$ cat src/rtl/cbus_ram_responder.sv
// Cache-bus memory responder: answers cbus_req_t transactions from a small word array.
// Optional random back-pressure in BURST is enabled by defining CBUS_RAM_RANDOM_STALL_EN.
package cbus_pkg;
    typedef struct packed {
        logic        valid;
        logic        is_write;
        logic [2:0]  size;
        logic [31:0] addr;
        logic [3:0]  strobe;
        logic [31:0] data;
        logic [3:0]  len;
        logic [1:0]  burst;
    } cbus_req_t;

    typedef struct packed {
        logic        ready;
        logic        last;
        logic [31:0] data;
    } cbus_resp_t;

    localparam logic [1:0] CBUS_BURST_FIXED = 2'b00;
    localparam logic [1:0] CBUS_BURST_INCR  = 2'b01;
endpackage

module cbus_ram_responder
    import cbus_pkg::*;
#(
    parameter int WORDS   = 16,
    parameter int LATENCY = 2
) (
    input  logic                  clk,
    input  logic                  reset,
    input  cbus_req_t             creq,
    output cbus_resp_t            cresp,
    output logic [WORDS*32-1:0]   mem
);
    localparam int AW = $clog2(WORDS);

    typedef enum logic [1:0] {
        S_IDLE  = 2'd0,
        S_WAIT  = 2'd1,
        S_BURST = 2'd2
    } state_t;

    state_t        state_q;
    logic [3:0]    beat_q;
    logic [3:0]    lat_q;
    logic [3:0]    len_q;
    logic [AW-1:0] base_q;
    logic          incr_q;
    logic          wr_q;
    logic [31:0]   mem_q [WORDS];

    logic          stall;
    logic          beat_fire;
    logic          last_beat;
    logic [AW-1:0] idx;

    // Size, the sub-word offset and the address bits above the array are deliberately ignored.
    logic unused_ok;
    assign unused_ok = ^{creq.size, creq.addr[31:AW+2], creq.addr[1:0]};

`ifdef CBUS_RAM_RANDOM_STALL_EN
    logic [15:0] lfsr_q;

    // Fibonacci LFSR, taps 16,14,13,11; free-runs every cycle regardless of state.
    always_ff @(posedge clk) begin
        if (reset) begin
            lfsr_q <= 16'hACE1;
        end else begin
            lfsr_q <= {lfsr_q[14:0], lfsr_q[15] ^ lfsr_q[13] ^ lfsr_q[12] ^ lfsr_q[10]};
        end
    end

    assign stall = lfsr_q[0];
`else
    assign stall = 1'b0;
`endif

    assign idx       = incr_q ? (base_q + AW'(beat_q)) : base_q;
    assign beat_fire = (state_q == S_BURST) && !stall;
    assign last_beat = (beat_q == len_q);

    always_ff @(posedge clk) begin
        if (reset) begin
            state_q <= S_IDLE;
            beat_q  <= '0;
            lat_q   <= '0;
            len_q   <= '0;
            base_q  <= '0;
            incr_q  <= 1'b0;
            wr_q    <= 1'b0;
            for (int i = 0; i < WORDS; i++) begin
                mem_q[i] <= '0;
            end
        end else begin
            if (beat_fire && wr_q) begin
                for (int j = 0; j < 4; j++) begin
                    if (creq.strobe[j]) begin
                        mem_q[idx][8*j +: 8] <= creq.data[8*j +: 8];
                    end
                end
            end

            case (state_q)
                S_IDLE: begin
                    if (creq.valid) begin
                        base_q <= creq.addr[2 +: AW];
                        len_q  <= creq.len;
                        incr_q <= (creq.burst == CBUS_BURST_INCR);
                        wr_q   <= creq.is_write;
                        beat_q <= '0;
                        if (LATENCY == 0) begin
                            state_q <= S_BURST;
                        end else begin
                            lat_q   <= 4'(LATENCY);
                            state_q <= S_WAIT;
                        end
                    end
                end
                S_WAIT: begin
                    lat_q <= lat_q - 4'd1;
                    if (lat_q <= 4'd1) begin
                        state_q <= S_BURST;
                    end
                end
                S_BURST: begin
                    if (beat_fire) begin
                        if (last_beat) begin
                            state_q <= S_IDLE;
                        end else begin
                            beat_q <= beat_q + 4'd1;
                        end
                    end
                end
                default: state_q <= S_IDLE;
            endcase
        end
    end

    // Read data is combinational so a write in one transaction is visible to the next without delay.
    always_comb begin
        cresp       = '0;
        cresp.ready = beat_fire;
        cresp.last  = beat_fire && last_beat;
        cresp.data  = beat_fire ? mem_q[idx] : 32'h0;
    end

    for (genvar g = 0; g < WORDS; g++) begin : g_mem_view
        assign mem[32*g +: 32] = mem_q[g];
    end
endmodule

$ cat config.mk
export PLATFORM = sky130hd
export DESIGN_NAME = cbus_ram_responder
export DESIGN_NICKNAME = d
export VERILOG_FILES = /design/src/rtl/cbus_ram_responder.sv
export SDC_FILE = /design/constraint.sdc
export NUM_CORES = 1
export LEC_CHECK = 0
export ABC_AREA = 1
export CAP_MARGIN = 20
export CORE_ASPECT_RATIO = 0.75
export CORE_MARGIN = 2
export CORE_UTILIZATION = 51
export CTS_CLUSTER_SIZE = 16
export DETAILED_ROUTE_END_ITERATION = 6
export HOLD_SLACK_MARGIN = 0.1
export PLACE_DENSITY_LB_ADDON = 0.25
export SETUP_SLACK_MARGIN = 0.1
export SYNTH_ARGS = -nofsm -noshare
export SYNTH_HDL_FRONTEND = slang
export SYNTH_SLANG_ARGS = --single-unit
$ cat constraint.sdc
create_clock -name clk -period 3 [get_ports clk]
set_input_delay 0.6 -clock clk [delete_from_list [all_inputs] [get_ports clk]]
set_output_delay 0.6 -clock clk [all_outputs]
set_load 0.03 [all_outputs]
==> out/metrics.yaml <==
utilization_pct: 73.7
drive_gt1_share_pct: 16.2
yosys_warnings: 0
post_drt_wl_per_cell_um: 23.2
fin_crit_sh_pct: 119
fin_ws_ns: -0.567
fill_cells: 3753
dp.cells: 4460
grt_pass1_vias: 24310
finalClockSkew_ns: 0.0201
die-height_um: 205
cts_num_sinks: 532
place_ws_ns: 0.0762
fmax_mhz: 280
reg2reg_slack_ns: 0.07
num_vias: 25994
rows: 73
synth_cells: 3205
core_sq_mm: 0.0532
clk_latency_ns: 0.61
crit_type: "reg2out"
cap_violations: 0
drt_iter0_markers: 3551
place.gp.congestion: 0.974
cts.reportedPaths.clkPinSlew_ns: 0.07
max-slew-margin-rel_pct: 37.7
numCtsBuffers: 53
finalSetupViolCount: 32
dp_hpwl_um: 70100
r2r_cells: 15
postPlaceCellArea_sq_mm: 0.0350
grt_overflow: 0
ys_ff_latch: 532
cellLeakagePower_nw: 16.8
die_x_um: 272
yosys.area_share.simple_pct: 31.2
finalCriticalPeriod_ns: 3.57
final_area_sq_mm: 0.0392
p_comb_share_pct: 24.4
final_nets: 3950
clk_path_buf_depth: 3
path_max_fanout: 8
hold_buffers: 0
crit_start: "base_q[0]$_SDFFE_PP0P_"
muxShareOfSynthArea_pct: 0
start_util_pct: 51.8
synth_xor_area_share_pct: 0.223
status: "finished with violations"
hp-start: "lat_q[3]$_SDFFE_PP0P_"
power_mw: 20.8
grt_usage_pct: 36.7
tns_ns: -16.91
wirelength_um: 107000
route.detailed.drc: 0
syn-num-nets: 3293
root_buffer: "clkbuf_16"
antenna_left: 0
die-area_sq_mm: 0.0559
final_common_cell: "nand2_1"
hold_violations: 0
cts_tree: "built"
stdcell_count: 4625
avgViaCountPerCell: 5.62
synth-compound-area-share_pct: 1.78
rr_startpoint: "base_q[0]$_SDFFE_PP0P_"
boundaryPins: 627
hold_path_depth: 2
grt_pass1_wl_um: 152000
rr_endpoint: "mem_q[1][31]$_SDFFCE_PN0P_"
power.density_mw_per_mm2: 530
synth.avg_cell_area_sq_um: 8.60
area_delta_synth_final_pct: 42.2
sw_frac_of_total_pct: 31.1
start_kind: "register"
worstMarginPinSlew_ns: 0.934
end_kind: "output port"
worstPathArrival_ns: 2.97
portBuffers: 595
intPower_mw: 14.3
fin_hold_ws_ns: 0.471
antenna_found_initial: 8
slew_violations: 0
hold_path.class: "reg2reg"
ir_drop_uv: 472
violations: "setup timing"
syn-cell-area_sq_mm: 0.0276
critPathRequiredTime_ns: 2.40
p_seq_share_pct: 41.4
layout_common_cells: "832 x nand2_1, 561 x clkdlybuf4s50_1, 538 x nor2_1, 512 x edfxtp_1, 435 x inv_1"
h-tree-depth: 2
rsz0062_at_grt: "yes"
synth_adder_area_share_pct: 0.345
first_pass_iters: 7
seq_area_frac_synth_pct: 57.3
critPathCapture: "cresp[13]"
grt_max_degree: 97
power.switching_mw: 6.46
clkPwrFrac_pct: 34.2
synth_top_family_by_area: "simple AND/OR/NAND/NOR gates"
synth.distinct_cells: 36
==> final cells by class <==
class / count / area (sq um) / share of cell area, %
inverters: 440 / 1660 / 4.24
clock buffers: 66 / 1420 / 3.62
repair inverters: 1 / 6.26 / 0.0160
flip-flops and latches: 532 / 15800 / 40.3
multi-input cells: 2053 / 10500 / 26.8
well taps: 712 / 891 / 2.27
clock inverters: 33 / 395 / 1.01
diodes: 7 / 17.5 / 0.0447
repair buffers: 781 / 8520 / 21.7
==> cells by family after synthesis <==
family,after synthesis
and+or+nand+nor,1946
DFF,532
adders and majority gates,7
buffers and inverters,620
xor gates and xnor gates,7
AOI/OAI and AO/OA,93
==> registers in the layout, summed over array words and instances, names as in the netlist <==
signal	flops
base_q	4
lat_q	4
mem_q	512
state_q	2
incr_q	1
len_q	4
beat_q	4
wr_q	1
==> layer usage <==
layer	vias to the layer above	routed length [um]	track usage (%)
met3	330	14500	9.22
li1	11439	-	-
met1	12204	39600	48.8
met4	2	5200	16.9
met5	-	13	0
met2	2019	48000	56.8
==> worst min-delay path by stage <==
stage | to | slack, ns
after global routing | lat_q[3]$_SDFFE_PP0P_ | 0.52
after floorplan | lat_q[3]$_SDFFE_PP0P_ | 0.44
after CTS | lat_q[3]$_SDFFE_PP0P_ | 0.47
after global placement | lat_q[3]$_SDFFE_PP0P_ | 0.45
after detailed placement | lat_q[3]$_SDFFE_PP0P_ | 0.46
final | lat_q[3]$_SDFFE_PP0P_ | 0.47
==> Yosys cell counts <==
master / n / area share, %
nor2_4: 8 / 0.33
a211oi_1: 1 / 0.027
or2_2: 2 / 0.045
fa_1: 1 / 0.073
clkbuf_1: 78 / 1.1
nand3_1: 246 / 4.5
clkinv_1: 1 / 0.014
buf_8: 2 / 0.11
nand3b_1: 64 / 1.7
dfxtp_1: 20 / 1.5
ha_1: 6 / 0.27
nor2_1: 567 / 7.7
buf_1: 9 / 0.12
xor2_1: 6 / 0.19
nand4_1: 1 / 0.023
a21oi_1: 11 / 0.20
buf_6: 10 / 0.41
inv_1: 435 / 5.9
nand2_4: 2 / 0.082
inv_2: 4 / 0.054
xnor2_1: 1 / 0.032
o21ai_0: 76 / 1.4
or2_1: 1 / 0.023
nor2_8: 1 / 0.073
buf_4: 8 / 0.22
o31ai_1: 2 / 0.054
nor2_2: 4 / 0.091
buf_2: 73 / 1.3
o211ai_1: 1 / 0.027
nand3_4: 38 / 2.4
o21ai_4: 1 / 0.059
a221oi_1: 1 / 0.032
edfxtp_1: 512 / 56
nand2_2: 4 / 0.091
nand2_1: 994 / 14
nand3_2: 14 / 0.51
==> worst max-delay path, cell delays in order (launching register included) <==
cell     delay [ns]
dfxtp_4        0.35
ha_4           0.17
fa_2           0.52
nand2_2        0.06
o21ai_4        0.12
buf_6          0.16
buf_8          0.15
buf_16         0.16
nand2_1        0.06
nand2_1        0.07
nand3_1        0.16
nand2_2        0.16
nor2_4         0.06
buf_6          0.13
==> power groups by stage <==
| stage | clock (mW) | combinational (mW) | sequential, mW |
|---|---|---|---|
| final | 7.09 | 5.07 | 8.60 |
| after floorplan | 0 | 2.02 | 9.17 |
| after detailed placement | 0 | 4.10 | 8.74 |
| after global routing | 7.35 | 5.34 | 8.61 |
| after global placement | 0 | 4.07 | 8.74 |
| after CTS | 7.05 | 4.71 | 8.58 |
==> timing repair <==
item	4_1_cts	5_1_grt
pin swaps	71	58
resized for setup	205	179
endpoints found under the setup margin	41	360
buffers inserted	21	17
gates cloned	20	4
No activity file was read; power rests on OpenSTA's default activity.
